`config.mk`:
```
export PLATFORM = sky130hd
export DESIGN_NAME = face_move_sequencer
export DESIGN_NICKNAME = d
export VERILOG_FILES = /design/src/rtl/rbot_move_pkg.sv /design/src/rtl/face_move_sequencer_step_phase_timer.sv /design/src/rtl/face_move_sequencer.sv
export SDC_FILE = /design/constraint.sdc
export NUM_CORES = 1
export LEC_CHECK = 0
export BUFFER_PORTS_ARGS = -buffer_cell sky130_fd_sc_hd__buf_2
export CORE_MARGIN = 2
export CORE_UTILIZATION = 39
export CTS_CLUSTER_SIZE = 20
export DETAILED_ROUTE_END_ITERATION = 16
export GPL_ROUTABILITY_DRIVEN = 0
export GPL_TIMING_DRIVEN = 0
export PLACE_DENSITY = 0.56
export SYNTH_ARGS = -nofsm -noshare
export SYNTH_HDL_FRONTEND = slang
export SYNTH_SLANG_ARGS = --single-unit
```
`constraint.sdc`:
```
create_clock -name clock -period 4.1 [get_ports clock]
set_input_delay 0.41 -clock clock [delete_from_list [all_inputs] [get_ports clock]]
set_output_delay 0.41 -clock clock [all_outputs]
set_load 0.02 [all_outputs]
```
`src/rtl/rbot_move_pkg.sv`:
```
// Shared types for the cube move sequencer: face indices, FSM states and the
// steps-per-move helper.
package rbot_move_pkg;

    localparam int unsigned RIGHT = 0;
    localparam int unsigned UP    = 1;
    localparam int unsigned FRONT = 2;
    localparam int unsigned LEFT  = 3;
    localparam int unsigned BACK  = 4;
    localparam int unsigned DOWN  = 5;

    typedef enum logic [2:0] {
        IDLE,
        SETUP,
        STEP_HI,
        STEP_LO,
        SETTLE,
        DONE
    } seq_state_e;

    // A half turn is two quarter turns worth of step pulses.
    function automatic int unsigned move_steps(input logic half, input int unsigned quarter_steps);
        return half ? 2 * quarter_steps : quarter_steps;
    endfunction

endpackage

```
`src/rtl/face_move_sequencer_step_phase_timer.sv`:
```
// Loadable down-counter with a one-cycle expiry; define STEPPER_RAMP_EN to
// compile in the per-move acceleration ramp for the step half period.
module step_phase_timer #(
    parameter int unsigned STEP_HALF_PERIOD = 31250,
    parameter int unsigned RAMP_START_HALF  = 125000,
    parameter int unsigned RAMP_DEC         = 6250,
    parameter int unsigned PH_W             = 17
) (
    input  logic            clock,
    input  logic            reset,
    input  logic            load,
    input  logic            load_step,
    input  logic [PH_W-1:0] load_val,
    input  logic            ramp_rst,
    input  logic            ramp_adv,
    output logic            expired_c
);

    logic [PH_W-1:0] cnt_q, cnt_d;
    logic            run_q, run_d;
    logic [PH_W-1:0] half_sel_c;
    logic [PH_W-1:0] load_len_c;

`ifdef STEPPER_RAMP_EN
    localparam int unsigned RAMP_FIRST =
        (RAMP_START_HALF > STEP_HALF_PERIOD) ? RAMP_START_HALF : STEP_HALF_PERIOD;

    logic [PH_W-1:0] half_q, half_d;
    logic [PH_W-1:0] half_dec_c;

    // Saturating decrement: never drops below the cruise half period.
    always_comb begin
        half_dec_c = PH_W'(STEP_HALF_PERIOD);
        if (32'(half_q) >= STEP_HALF_PERIOD + RAMP_DEC) begin
            half_dec_c = half_q - PH_W'(RAMP_DEC);
        end
        half_sel_c = half_q;
        if (ramp_rst) begin
            half_sel_c = PH_W'(RAMP_FIRST);
        end else if (ramp_adv) begin
            half_sel_c = half_dec_c;
        end
        half_d = half_sel_c;
    end

    always_ff @(posedge clock or posedge reset) begin
        if (reset) begin
            half_q <= PH_W'(RAMP_FIRST);
        end else begin
            half_q <= half_d;
        end
    end
`else
    logic unused_ramp;
    assign unused_ramp = ^{ramp_rst, ramp_adv, 32'(RAMP_START_HALF), 32'(RAMP_DEC)};
    assign half_sel_c  = PH_W'(STEP_HALF_PERIOD);
`endif

    always_comb begin
        load_len_c = load_step ? half_sel_c : load_val;
        cnt_d      = cnt_q;
        run_d      = run_q;
        if (load) begin
            cnt_d = (load_len_c == '0) ? '0 : load_len_c - PH_W'(1);
            run_d = 1'b1;
        end else if (cnt_q != '0) begin
            cnt_d = cnt_q - PH_W'(1);
        end else begin
            run_d = 1'b0;
        end
    end

    assign expired_c = run_q & (cnt_q == '0);

    always_ff @(posedge clock or posedge reset) begin
        if (reset) begin
            cnt_q <= '0;
            run_q <= 1'b0;
        end else begin
            cnt_q <= cnt_d;
            run_q <= run_d;
        end
    end

endmodule

```
`src/rtl/face_move_sequencer.sv`:
```
// Turns one cube move at a time into shared step/dir pulses and a one-hot
// face enable. STEPPER_RAMP_EN selects the accelerating step ramp.
module face_move_sequencer
    import rbot_move_pkg::*;
#(
    parameter int unsigned NUM_FACES        = 6,
    parameter int unsigned QUARTER_STEPS    = 50,
    parameter int unsigned STEP_HALF_PERIOD = 31250,
    parameter int unsigned RAMP_START_HALF  = 125000,
    parameter int unsigned RAMP_DEC         = 6250,
    parameter int unsigned EN_SETUP         = 10,
    parameter int unsigned SETTLE_CYCLES    = 10,
    localparam int unsigned FACE_W          = (NUM_FACES > 1) ? $clog2(NUM_FACES) : 1
) (
    input  logic                 clock,
    input  logic                 reset,
    input  logic                 disable_steppers,
    input  logic                 move_valid,
    input  logic [FACE_W-1:0]    move_face,
    input  logic                 move_ccw,
    input  logic                 move_half,
    output logic                 move_ready,
    output logic                 move_done,
    output logic                 move_err,
    output logic                 move_aborted,
    output logic                 dir_pin,
    output logic                 step_pin,
    output logic [NUM_FACES-1:0] en_pins
);

    localparam int unsigned STEP_W   = $clog2(2 * QUARTER_STEPS + 1);
    localparam int unsigned HALF_MAX =
        (RAMP_START_HALF > STEP_HALF_PERIOD) ? RAMP_START_HALF : STEP_HALF_PERIOD;
    localparam int unsigned WAIT_MAX = (EN_SETUP > SETTLE_CYCLES) ? EN_SETUP : SETTLE_CYCLES;
    localparam int unsigned LEN_MAX  = (HALF_MAX > WAIT_MAX) ? HALF_MAX : WAIT_MAX;
    localparam int unsigned PH_W     = $clog2(LEN_MAX + 1);

    seq_state_e           state_q, state_d;
    logic [FACE_W-1:0]    face_q, face_d;
    logic                 dir_q, dir_d;
    logic                 turn_half_q, turn_half_d;
    logic [STEP_W-1:0]    steps_q, steps_d;
    logic [NUM_FACES-1:0] en_q, en_d;
    logic                 step_q, step_d;
    logic                 done_q, done_d;
    logic                 err_q, err_d;
    logic                 abort_q, abort_d;

    logic [STEP_W-1:0]    step_tgt_c;
    logic [STEP_W-1:0]    steps_inc_c;
    logic                 tmr_load_c, tmr_load_step_c, tmr_exp_c;
    logic                 ramp_rst_c, ramp_adv_c;
    logic [PH_W-1:0]      tmr_val_c;

    assign move_ready = (state_q == IDLE) & ~disable_steppers & ~reset;

    step_phase_timer #(
        .STEP_HALF_PERIOD(STEP_HALF_PERIOD),
        .RAMP_START_HALF (RAMP_START_HALF),
        .RAMP_DEC        (RAMP_DEC),
        .PH_W            (PH_W)
    ) u_timer (
        .clock    (clock),
        .reset    (reset),
        .load     (tmr_load_c),
        .load_step(tmr_load_step_c),
        .load_val (tmr_val_c),
        .ramp_rst (ramp_rst_c),
        .ramp_adv (ramp_adv_c),
        .expired_c(tmr_exp_c)
    );

    // Next-state, latched move fields and next values of the registered pins.
    always_comb begin
        state_d         = state_q;
        face_d          = face_q;
        dir_d           = dir_q;
        turn_half_d     = turn_half_q;
        steps_d         = steps_q;
        err_d           = 1'b0;
        abort_d         = 1'b0;
        tmr_load_c      = 1'b0;
        tmr_load_step_c = 1'b0;
        tmr_val_c       = '0;
        ramp_rst_c      = 1'b0;
        ramp_adv_c      = 1'b0;
        step_tgt_c      = STEP_W'(move_steps(turn_half_q, QUARTER_STEPS));
        steps_inc_c     = steps_q + STEP_W'(1);

        case (state_q)
            IDLE: begin
                if (move_valid && move_ready) begin
                    face_d      = move_face;
                    dir_d       = ~move_ccw;
                    turn_half_d = move_half;
                    steps_d     = '0;
                    if (32'(move_face) >= NUM_FACES) begin
                        state_d = DONE;
                        err_d   = 1'b1;
                    end else begin
                        state_d    = SETUP;
                        tmr_load_c = 1'b1;
                        tmr_val_c  = PH_W'(EN_SETUP);
                    end
                end
            end
            SETUP: begin
                if (tmr_exp_c) begin
                    state_d         = STEP_HI;
                    tmr_load_c      = 1'b1;
                    tmr_load_step_c = 1'b1;
                    ramp_rst_c      = 1'b1;
                end
            end
            STEP_HI: begin
                if (tmr_exp_c) begin
                    state_d         = STEP_LO;
                    tmr_load_c      = 1'b1;
                    tmr_load_step_c = 1'b1;
                end
            end
            STEP_LO: begin
                if (tmr_exp_c) begin
                    steps_d    = steps_inc_c;
                    tmr_load_c = 1'b1;
                    if (steps_inc_c == step_tgt_c) begin
                        state_d   = SETTLE;
                        tmr_val_c = PH_W'(SETTLE_CYCLES);
                    end else begin
                        state_d         = STEP_HI;
                        tmr_load_step_c = 1'b1;
                        ramp_adv_c      = 1'b1;
                    end
                end
            end
            SETTLE: begin
                if (tmr_exp_c) begin
                    state_d = DONE;
                end
            end
            DONE: begin
                state_d = IDLE;
            end
            default: begin
                state_d = IDLE;
            end
        endcase

        // Disable wins over any in-flight progress.
        if (disable_steppers && (state_q inside {SETUP, STEP_HI, STEP_LO, SETTLE})) begin
            state_d    = DONE;
            abort_d    = 1'b1;
            tmr_load_c = 1'b0;
            ramp_rst_c = 1'b0;
            ramp_adv_c = 1'b0;
        end

        en_d   = (state_d inside {SETUP, STEP_HI, STEP_LO, SETTLE}) ?
                 (NUM_FACES'(1) << face_d) : '0;
        step_d = (state_d == STEP_HI);
        done_d = (state_d == DONE);
    end

    always_ff @(posedge clock or posedge reset) begin
        if (reset) begin
            state_q     <= IDLE;
            face_q      <= '0;
            dir_q       <= 1'b0;
            turn_half_q <= 1'b0;
            steps_q     <= '0;
            en_q        <= '0;
            step_q      <= 1'b0;
            done_q      <= 1'b0;
            err_q       <= 1'b0;
            abort_q     <= 1'b0;
        end else begin
            state_q     <= state_d;
            face_q      <= face_d;
            dir_q       <= dir_d;
            turn_half_q <= turn_half_d;
            steps_q     <= steps_d;
            en_q        <= en_d;
            step_q      <= step_d;
            done_q      <= done_d;
            err_q       <= err_d;
            abort_q     <= abort_d;
        end
    end

    assign en_pins      = en_q;
    assign step_pin     = step_q;
    assign dir_pin      = dir_q;
    assign move_done    = done_q;
    assign move_err     = err_q;
    assign move_aborted = abort_q;

endmodule

```
==> results.ini, run 1 <==
[sta]
fmax_mhz=405
fin_crit_sh_pct=60.2
setup_viol=0
max_slew_margin_pct=53.8
final_hold_viol_count=0
rsz0062_at_grt=false
worst_pin_slew_ns=0.690
finalSetupTns_ns=0
drv_slew=0
fin_crit_ns=2.47
finalClockSkew_ns=0.00303

[route]
drt-vias-per-instance=5.24
ant_nets=0
routed_wl_mm=5.02
dr.pass1.iters=4
drtIter0Drc=56
vias=1851
drcViolationCount=0
routedWlPerCell_um=14.2

[global_route]
antenna_found_initial=0
grt.overflow.total=0
grt_pass1_wl_mm=8.85
grt_pass1_vias=1788
grt_max_degree=33
gr-usage-all-layers_pct=15.2

[pwr]
swShare_pct=42.2
pwr-share-clk_pct=13.9
power_switching_uw=799
pwr-share-comb_pct=45.2
leakagePower_nw=1.20
p_int_mw=1.09
peakVddDrop_v=0.000299
powerDensity_nw_per_um2=692
power_frac_seq_pct=41.0

[run]
drv_cap=0

[clock_tree]
cts_buffers=5
clkTransAtPathRegs_ns=0.08
clkSinkCount=43
root_buffer=clkbuf_8
hold_buffers=0
h-tree-depth=2
cts-resized-gates=0
worst_skew_pair.late_latency_ns=0.29
clockBufferDepth=2
cts_setup_buffers=0
cts_tree=done

[worst_setup_path]
cpMaxStageDelayCell=dfrtp_1
critPathLaunch=steps_q[0]$_DFFE_PP0P_
crit_path_max_incr_delay_ns=0.43
reg2regPathDepth=8
worstPathCellList=ha_1 -> and3_1 -> buf_6 -> mux2_4 -> o221ai_4 -> a41oi_2 -> a21oi_4 -> mux2i_1
cp_max_fo=6
cp-endpoint=en_pins[4]$_DFF_PP0_
worst-setup-path-type=flop to flop
worst_setup_path_end_kind=flop
cp-start-kind=flop
worstPathArrival_ns=2.68
critPathRequiredTime_ns=4.31
worstReg2RegEnd=en_pins[4]$_DFF_PP0_
reg2reg_slack_ns=1.63
worst_r2r_startpoint=steps_q[0]$_DFFE_PP0P_

[hold_path]
hp-class=input pin to asynchronous set/reset pin

[final_layout]
drive_gt1_share_pct=20.1
fin_nets=289
nFillCells=573
layout.cells.non_filler=353
syn2layout_area_growth_pct=12.1
n_antenna_cell=0

[yosys]
synth.cell_area_um2=2440
synth_cells=249
syn_nets=261
synth_edf_count=0
ys.flop_type=dfrtp_1
yosysUniqueCellTypes=54
ys_seq_area_share_pct=44.1
synth_area_per_cell_um2=9.80
ys_warn_count=0
synth_seq_cells=43
async_reset_ff_share_pct=100

[die]
dieArea_um2=6910
die_w_um=83.1
io_pins=21
die_h_um=83.1
initial_utilization_pct=40.7
num_rows=28
core_area_um2=5990

[place]
hpwl_mm=3.56
port-buffer-count=20
numPlacedInstances=345

[run_status]
status=complete, no violations

## power by group through the flow
stage          registers (mW)  clock network, mW  logic, mW
2_1_floorplan           0.784                  0      0.650
3_3_place_gp            0.776                  0      0.839
3_5_place_dp            0.782                  0      0.856
4_1_cts                 0.774              0.274      0.860
5_1_grt                 0.810              0.290      0.967
6_report                0.775              0.262      0.855
## final cells by class
type | count | area, um^2 | share of cell area, %
timing repair buffer | 21 | 120 | 4.39
sequential | 43 | 1080 | 39.3
buffer | 10 | 61.3 | 2.24
clock inverter | 1 | 5.00 | 0.183
tap | 75 | 93.8 | 3.43
clock buffer | 7 | 76.3 | 2.79
inverter | 8 | 30.0 | 1.10
multi-input combinational | 188 | 1270 | 46.5
## layer usage
metal | routed length, um | GRT usage (%) | share of wire [%]
met1 | 2570 | 23.1 | 51
met2 | 2230 | 23.2 | 44
met3 | 182 | 2.58 | 3.6
met4 | 34 | 2.68 | 0.68
met5 | 0 | 0 | 0
## kinds of logic (layout without fill, tap and decap cells)
family	Yosys count	in the layout	share of synthesized area [%]
DFF	43	43	44.1
muxes	12	12	5.33
xor gates and xnor gates	19	19	6.82
and+or+nand+nor	113	113	25.3
buffers and inverters	18	47	3.74
adders and majority gates	3	3	1.54
AOI/OAI and AO/OA	41	41	13.2
## flip-flops by register name (all words and copies together), names as in the netlist, 3 cells and up
signal and flops:
u_timer.cnt_q 17, steps_q 7, en_pins 6, state_q 3, face_q 3
## cell usage after synthesis, types with 4 or more instances
cell type	count	share of area, %
nor3_1	10	2.1
mux2_2	4	1.8
xor2_1	8	2.9
xnor2_1	11	3.9
inv_1	7	1.1
dfrtp_1	43	44
buf_2	4	0.82
nand2b_1	4	1.0
nand4_1	5	1.3
mux2i_1	7	2.9
o21ai_0	13	2.7
nand3_1	14	2.9
nor2_1	22	3.4
nand2_1	25	3.8
nor3b_1	8	2.5
a21oi_1	4	0.82
## stage by stage
stage	power, mW	worst slack (ns)	hold WS (ns)	area [um^2]	util (%)
global route	2.07	1.44	0.0956	2740	45.7
CTS	1.91	1.61	0.0758	2740	45.7
global placement	1.62	0.418	0.459	2640	44.0
detailed placement	1.64	1.58	0.394	2660	44.3
floorplan	1.43	1.37	0.463	2440	-
finish	1.89	1.63	0.0753	2740	45.7
## worst min path at each step
| stage | endpoint | slack [ns] | depth (start not counted) |
|---|---|---|---|
| floorplan | u_timer.run_q$_DFFE_PP0P_ | 0.46 | 1 |
| global placement | dir_pin$_DFFE_PP0P_ | 0.46 | 2 |
| detailed placement | u_timer.cnt_q[8]$_DFFE_PP0P_ | 0.39 | 2 |
| CTS | u_timer.cnt_q[4]$_DFFE_PP0P_ | 0.08 | 2 |
| global route | u_timer.cnt_q[8]$_DFFE_PP0P_ | 0.1 | 2 |
| finish | u_timer.cnt_q[8]$_DFFE_PP0P_ | 0.08 | 2 |
## worst max-delay path: cells and delay by family (launching register included)
kind | cells | cell delay [ns]
flip-flops | 1 | 0.43
multiplexers | 2 | 0.54
AO/OA/AOI/OAI | 3 | 0.81
AND/OR/NAND/NOR | 1 | 0.20
adder cells (fa/ha/maj) | 1 | 0.29
buffers and inverters | 1 | 0.12
## cells in the final DEF, fill, tap and decap left out, drive strengths merged, types with 10 or more instances in the layout
master  Yosys  layout
nand3      14      14
xnor2      11      11
buf         7      28
nor3       11      11
o21ai      14      14
nor2       23      23
nand2      25      25
dfrtp      43      43
clkbuf      3      10
Power figures use the tool's default switching activity.
==> inputs of run 2 (changes only) <==
--- a/config.mk
+++ b/config.mk
@@ -12,7 +12,7 @@
 export DETAILED_ROUTE_END_ITERATION = 16
 export GPL_ROUTABILITY_DRIVEN = 0
 export GPL_TIMING_DRIVEN = 0
-export PLACE_DENSITY = 0.56
+export PLACE_DENSITY = 0.58
 export SYNTH_ARGS = -nofsm -noshare
 export SYNTH_HDL_FRONTEND = slang
 export SYNTH_SLANG_ARGS = --single-unit
==> constraint.sdc (replaced) <==
create_clock -name clock -period 2.2 [get_ports clock]
set_input_delay 0.22 -clock clock [delete_from_list [all_inputs] [get_ports clock]]
set_output_delay 0.22 -clock clock [all_outputs]
set_load 0.02 [all_outputs]
==> results.ini, run 2 (synthesized netlist as in run 1, its figures left out) <==
[place]
hpwl_mm=3.45  ; was 3.56 mm
pre_cts_ws_ns=-0.795  ; was 1.58 ns
port-buffer-count=20  ; unchanged
dpl-instance-area_um2=2640  ; was 2660 um^2

[final_layout]
final_common_cell=dfrtp_1  ; unchanged
n_antenna_cell=0  ; unchanged
final_cell_mix=42 x dfrtp_1, 25 x nand2_1, 23 x buf_2  ; was 43 x dfrtp_1, 25 x nand2_1, 24 x buf_2
final_area_um2=2990  ; was 2740 um^2
fin_nets=308  ; was 289
largest_register_ffs=17  ; unchanged
top_register=u_timer.cnt_q  ; unchanged
syn2layout_area_growth_pct=22.3  ; was 12.1%
drive_gt1_share_pct=29.3  ; was 20.1%

[die]
core_area_um2=5990  ; unchanged
num_rows=28  ; unchanged
die_w_um=83.1  ; unchanged
io_pins=21  ; unchanged
initial_utilization_pct=40.7  ; unchanged
dieArea_um2=6910  ; unchanged
die_h_um=83.1  ; unchanged

[worst_setup_path]
worst_setup_path_end_kind=flop  ; unchanged
crit_buf_inv=1  ; unchanged
reg2regPathDepth=8  ; unchanged
cp-endpoint=en_pins[5]$_DFF_PP0_  ; was en_pins[4]$_DFF_PP0_
critPathLaunch=steps_q[1]$_DFFE_PP0P_  ; was steps_q[0]$_DFFE_PP0P_
worst_r2r_startpoint=steps_q[1]$_DFFE_PP0P_  ; was steps_q[0]$_DFFE_PP0P_
critPathRequiredTime_ns=2.44  ; was 4.31 ns
worstPathArrival_ns=2.39  ; was 2.68 ns
worstReg2RegEnd=en_pins[5]$_DFF_PP0_  ; was en_pins[4]$_DFF_PP0_
cp-start-kind=flop  ; unchanged
crit_path_max_incr_delay_ns=0.40  ; was 0.43 ns
cpMaxStageDelayCell=dfrtp_1  ; unchanged
worst-setup-path-type=flop to flop  ; unchanged
cp_max_fo=6  ; unchanged
worstPathCellList=ha_4 -> and3_4 -> mux2_4 -> o221ai_4 -> a41oi_2 -> a21oi_4 -> buf_12 -> mux2i_1  ; was ha_1 -> and3_1 -> buf_6 -> mux2_4 -> o221ai_4 -> a41oi_2 -> a21oi_4 -> mux2i_1
worst-path-stages=8  ; unchanged
path_delay_family=compound AO/OA/AOI/OAI gates  ; unchanged
reg2reg_slack_ns=0.05  ; was 1.63 ns

[route]
ant_nets=0  ; unchanged
drt-vias-per-instance=5.36  ; was 5.24
routed_wl_mm=5.52  ; was 5.02 mm
drtIter0Drc=87  ; was 56
dr.pass1.iters=4  ; unchanged
vias=1995  ; was 1851
routedWlPerCell_um=14.8  ; was 14.2 um
drcViolationCount=0  ; unchanged

[global_route]
grt_pass1_wl_mm=9.26  ; was 8.85 mm
grt_pass1_vias=1921  ; was 1788
gr-usage-all-layers_pct=16.3  ; was 15.2%
grt.overflow.total=0  ; unchanged
antenna_found_initial=0  ; unchanged
grt_max_degree=24  ; was 33

[clock_tree]
worst_skew_pair.late_latency_ns=0.31  ; was 0.29 ns
clockBufferDepth=2  ; unchanged
cts_tree=done  ; unchanged
clkTransAtPathRegs_ns=0.09  ; was 0.08 ns
h-tree-depth=2  ; unchanged
clkSinkCount=43  ; unchanged
cts_buffers=5  ; unchanged
root_buffer=clkbuf_8  ; unchanged

[pwr]
peakVddDrop_v=0.000559  ; was 0.000299 V
powerDensity_nw_per_um2=1350  ; was 692 nW/um^2
leakagePower_nw=1.30  ; was 1.20 nW
fin_total_pwr_mw=4.02  ; was 1.89 mW

[sta]
finalClockSkew_ns=0.00884  ; was 0.00303 ns
max_slew_margin_pct=33.9  ; was 53.8%
timing.hold.ws_ns=0.0170  ; was 0.0753 ns
fmax_mhz=465  ; was 405 MHz
rsz0062_at_grt=true  ; was false
setup_slack_ns=0.0487  ; was 1.63 ns
fin_crit_sh_pct=97.8  ; was 60.2%
final_hold_viol_count=0  ; unchanged
setup_viol=0  ; unchanged
worst_pin_slew_ns=0.986  ; was 0.690 ns
finalSetupTns_ns=0  ; unchanged
drv_slew=0  ; unchanged
fin_crit_ns=2.15  ; was 2.47 ns

[hold_path]
hp-class=input pin to asynchronous set/reset pin  ; unchanged

[run_status]
status=complete, no violations  ; unchanged

[run]
drv_cap=0  ; unchanged

==> run 2: final cells by class <==
| cell class | count | area (um^2) |
|---|---|---|
| Tap cell | 75 | 93.8 |
| Fill cell | 563 | 3000 |
| Sequential cell | 43 | 1080 |
| Timing Repair Buffer | 39 | 262 |
| Clock buffer | 6 | 82.6 |
| Buffer | 9 | 56.3 |
| Inverter | 8 | 33.8 |
| Clock inverter | 2 | 35.0 |
| Timing Repair inverter | 2 | 10.0 |
| Multi-Input combinational cell | 188 | 1340 |
==> run 2: where the power goes <==
part           total, mW  switching (mW)  internal, mW
clock network      0.656           0.288         0.368
logic               1.91           0.985         0.922
registers           1.46           0.344          1.12
total               4.02            1.62          2.41
==> run 2: per-stage QoR <==
stage / util, % / instances
global route: 49.9 / 372
floorplan: - / 249
global placement: 44.1 / 344
detailed placement: 44.1 / 344
finish: 49.9 / 372
CTS: 47.5 / 359
==> run 2: worst min path at each step <==
stage                     startpoint  slack (ns)                      to  cells after the start
after floorplan                reset        0.22     dir_pin$_DFFE_PP0P_                      1
after global placement      move_ccw        0.41     dir_pin$_DFFE_PP0P_                      2
after detailed placement    move_ccw        0.42     dir_pin$_DFFE_PP0P_                      2
after CTS                      reset        0.02  steps_q[6]$_DFFE_PP0P_                      2
after global routing           reset        0.04  steps_q[6]$_DFFE_PP0P_                      2
final                          reset        0.02  steps_q[6]$_DFFE_PP0P_                      2
==> run 2: layer usage <==
metal  track usage [%]  wire length [um]  vias up
li1                  -                 -      974
met1              23.4              2780      989
met2              24.4              2530       26
met3              3.28               138        6
met4              5.66                76        0
met5                 0                 0        -
==> run 2: repair_timing <==
action | 4_1_cts | 5_1_grt
setup buffers | 6 | 11
cloned | 1 | 2
pin swaps | 4 | 9
setup endpoints to repair | 18 | 28
resized for setup | 4 | 13
hold buffers | 0 | 1
hold endpoints to repair | 0 | 10
==> inputs of run 3 (changes only) <==
--- a/config.mk
+++ b/config.mk
@@ -6,13 +6,15 @@
 export NUM_CORES = 1
 export LEC_CHECK = 0
 export BUFFER_PORTS_ARGS = -buffer_cell sky130_fd_sc_hd__buf_2
+export CELL_PAD_IN_SITES_DETAIL_PLACEMENT = 2
+export CELL_PAD_IN_SITES_GLOBAL_PLACEMENT = 2
 export CORE_MARGIN = 2
-export CORE_UTILIZATION = 39
+export CORE_UTILIZATION = 34
 export CTS_CLUSTER_SIZE = 20
 export DETAILED_ROUTE_END_ITERATION = 16
 export GPL_ROUTABILITY_DRIVEN = 0
 export GPL_TIMING_DRIVEN = 0
-export PLACE_DENSITY = 0.58
+export PLACE_DENSITY = 0.75
 export SYNTH_ARGS = -nofsm -noshare
 export SYNTH_HDL_FRONTEND = slang
 export SYNTH_SLANG_ARGS = --single-unit
==> results.ini, run 3 (synthesized netlist as in run 1, its figures left out) <==
[sta]
fmax_mhz=455  ; was 465 MHz
fin_crit_sh_pct=100  ; was 97.8%
finalClockSkew_ns=0.00457  ; was 0.00884 ns
rsz0062_at_grt=true  ; unchanged
max_slew_margin_pct=30.1  ; was 33.9%
fin_crit_ns=2.20  ; was 2.15 ns
final_hold_viol_count=0  ; unchanged
timing.hold.ws_ns=0.0263  ; was 0.0170 ns
worst_pin_slew_ns=1.04  ; was 0.986 ns
drv_slew=0  ; unchanged
setup_viol=0  ; unchanged

[route]
routed_wl_mm=7.00  ; was 5.52 mm
drt-vias-per-instance=5.26  ; was 5.36
dr.pass1.iters=6  ; was 4
vias=2041  ; was 1995
routedWlPerCell_um=18.0  ; was 14.8 um
drcViolationCount=0  ; unchanged
ant_nets=0  ; unchanged
drtIter0Drc=61  ; was 87

[worst_setup_path]
worst_setup_path_end_kind=flop  ; unchanged
crit_buf_inv=2  ; was 1
worst-setup-path-type=flop to flop  ; unchanged
reg2reg_slack_ns=0.0006  ; was 0.05 ns
reg2regPathDepth=8  ; unchanged
worst_r2r_startpoint=u_timer.cnt_q[12]$_DFFE_PP0P_  ; was steps_q[1]$_DFFE_PP0P_
worstReg2RegEnd=u_timer.cnt_q[4]$_DFFE_PP0P_  ; was en_pins[5]$_DFF_PP0_
path_delay_family=simple AND/OR/NAND/NOR gates  ; was compound AO/OA/AOI/OAI gates
cp-start-kind=flop  ; unchanged
worstPathArrival_ns=2.37  ; was 2.39 ns
cp_max_fo=8  ; was 6
cp_common_cell=buf_6
crit_path_max_incr_delay_ns=0.44  ; was 0.40 ns
worstPathCellList=nor4_4 -> nand4_1 -> buf_6 -> or3_1 -> buf_6 -> nand3_1 -> xor2_1 -> o21ai_0  ; was ha_4 -> and3_4 -> mux2_4 -> o221ai_4 -> a41oi_2 -> a21oi_4 -> buf_12 -> mux2i_1
critPathRequiredTime_ns=2.37  ; was 2.44 ns
cpMaxStageDelayCell=dfrtp_2  ; was dfrtp_1

[pwr]
leakagePower_nw=1.28  ; was 1.30 nW
peakVddDrop_v=0.000498  ; was 0.000559 V
fin_total_pwr_mw=4.20  ; was 4.02 mW
powerDensity_nw_per_um2=1390  ; was 1350 nW/um^2

[global_route]
grt_pass1_wl_mm=11.3  ; was 9.26 mm
met2_usage_pct=31.6  ; was 24.4%
grt_max_degree=23  ; was 24
grt_pass1_vias=2161  ; was 1921
antenna_found_initial=0  ; unchanged
use_met3_pct=4.01  ; was 3.28%
grt.overflow.total=0  ; unchanged
busiest_layer=met2  ; unchanged
gr-usage-all-layers_pct=18.9  ; was 16.3%
grt.met1_usage_pct=25.1  ; was 23.4%

[hold_path]
hp-class=input pin to asynchronous set/reset pin  ; unchanged

[final_layout]
nFillCells=729  ; was 563
final_area_um2=3010  ; was 2990 um^2
syn2layout_area_growth_pct=23.5  ; was 22.3%
fin_nets=303  ; was 308
n_antenna_cell=0  ; unchanged
final_cell_mix=41 x dfrtp_1, 25 x nand2_1, 23 x buf_2  ; was 42 x dfrtp_1, 25 x nand2_1, 23 x buf_2
largest_register_ffs=17  ; unchanged
final_common_cell=dfrtp_1  ; unchanged
top_register=u_timer.cnt_q  ; unchanged
layout.cells.non_filler=388  ; was 372
drive_gt1_share_pct=30.1  ; was 29.3%

[place]
dpl-instance-area_um2=2670  ; was 2640 um^2
hpwl_mm=4.42  ; was 3.45 mm
port-buffer-count=20  ; unchanged
numPlacedInstances=365  ; was 344

[run_status]
status=complete, no violations  ; unchanged

[clock_tree]
clockBufferDepth=2  ; unchanged
cts_buffers=5  ; unchanged
clkSinkCount=43  ; unchanged
cts_tree=done  ; unchanged
root_buffer=clkbuf_8  ; unchanged
worst_skew_pair.late_latency_ns=0.30  ; was 0.31 ns
h-tree-depth=2  ; unchanged
clkTransAtPathRegs_ns=0.08  ; was 0.09 ns

[die]
die_h_um=88.7  ; was 83.1 um
io_pins=21  ; unchanged
dieArea_um2=7870  ; was 6910 um^2
die_w_um=88.7  ; was 83.1 um
num_rows=30  ; was 28
core_area_um2=6870  ; was 5990 um^2
initial_utilization_pct=35.5  ; was 40.7%

[run]
drv_cap=0  ; unchanged

[run 3: cell types whose count changed in the layout (fill, tap and decap cells not counted), moves of 2 or more]
cell,delta
buf_4,-4
buf_6,+2
mux2i_2,+2
nor2_1,-2
nor2_2,+2
[run 3: layer usage]
metal,routed length [um],vias up
met5,0,-
met4,27,0
met3,119,5
met2,3480,15
met1,3380,1060
li1,-,961
[run 3: per-stage QoR]
step	setup slack (ns)	util, %	TNS, ns
after floorplan	-0.00741	-	-0.0179
after global placement	-0.878	38.9	-14.54
after detailed placement	-0.878	38.9	-14.95
after CTS	-0.0341	42.3	-0.0341
after global routing	-0.141	43.9	-0.848
final	0.000558	43.9	0
[run 3: layout make-up]
class / count / area (um^2) / area share [%]
timing repair inverter: 2 / 10.0 / 0.332
multi-input combinational: 188 / 1350 / 44.8
clock inverter: 2 / 60.1 / 1.99
tap: 96 / 120 / 3.99
buffer: 8 / 56.3 / 1.87
clock buffer: 6 / 72.6 / 2.41
inverter: 8 / 33.8 / 1.12
sequential: 43 / 1080 / 35.8
timing repair buffer: 35 / 231 / 7.68
[run 3: worst max-delay path by stage]
stage                     depth (start not counted)                     startpoint  slack [ns]                      endpoint
final                                             8  u_timer.cnt_q[12]$_DFFE_PP0P_      0.0006  u_timer.cnt_q[4]$_DFFE_PP0P_
after global routing                             10   u_timer.cnt_q[1]$_DFFE_PP0P_       -0.14  u_timer.cnt_q[4]$_DFFE_PP0P_
after CTS                                         8           state_q[1]$_DFF_PP0_       -0.03          en_pins[2]$_DFF_PP0_
after detailed placement                          7                          reset       -0.88          en_pins[5]$_DFF_PP0_
after global placement                            7                          reset       -0.88          en_pins[4]$_DFF_PP0_
after floorplan                                   7                          reset      -0.007          en_pins[2]$_DFF_PP0_
[run 3: worst reg2reg max path: cells and delay by family, from the launching register on]
family | cells | cell delay [ns]
AO/OA/AOI/OAI | 1 | 0.09
XOR/XNOR | 1 | 0.16
buffers and inverters | 2 | 0.34
flip-flops | 1 | 0.44
AND/OR/NAND/NOR | 4 | 1.04
[run 3: power by group]
part,internal [mW],total (mW),switching (mW)
Clock,0.454,0.737,0.283
Sequential,1.12,1.47,0.349
Combinational,0.895,1.99,1.09
Total,2.47,4.20,1.73
[run 3: what timing repair did]
item | in CTS | in global routing
endpoints found under the setup margin | 29 | 31
gates cloned | 2 | 0
buffers inserted | 7 | 7
pin swaps | 6 | 4
endpoints found under the hold margin | 10 | 0
hold buffers | 1 | 0
resized for setup | 7 | 16
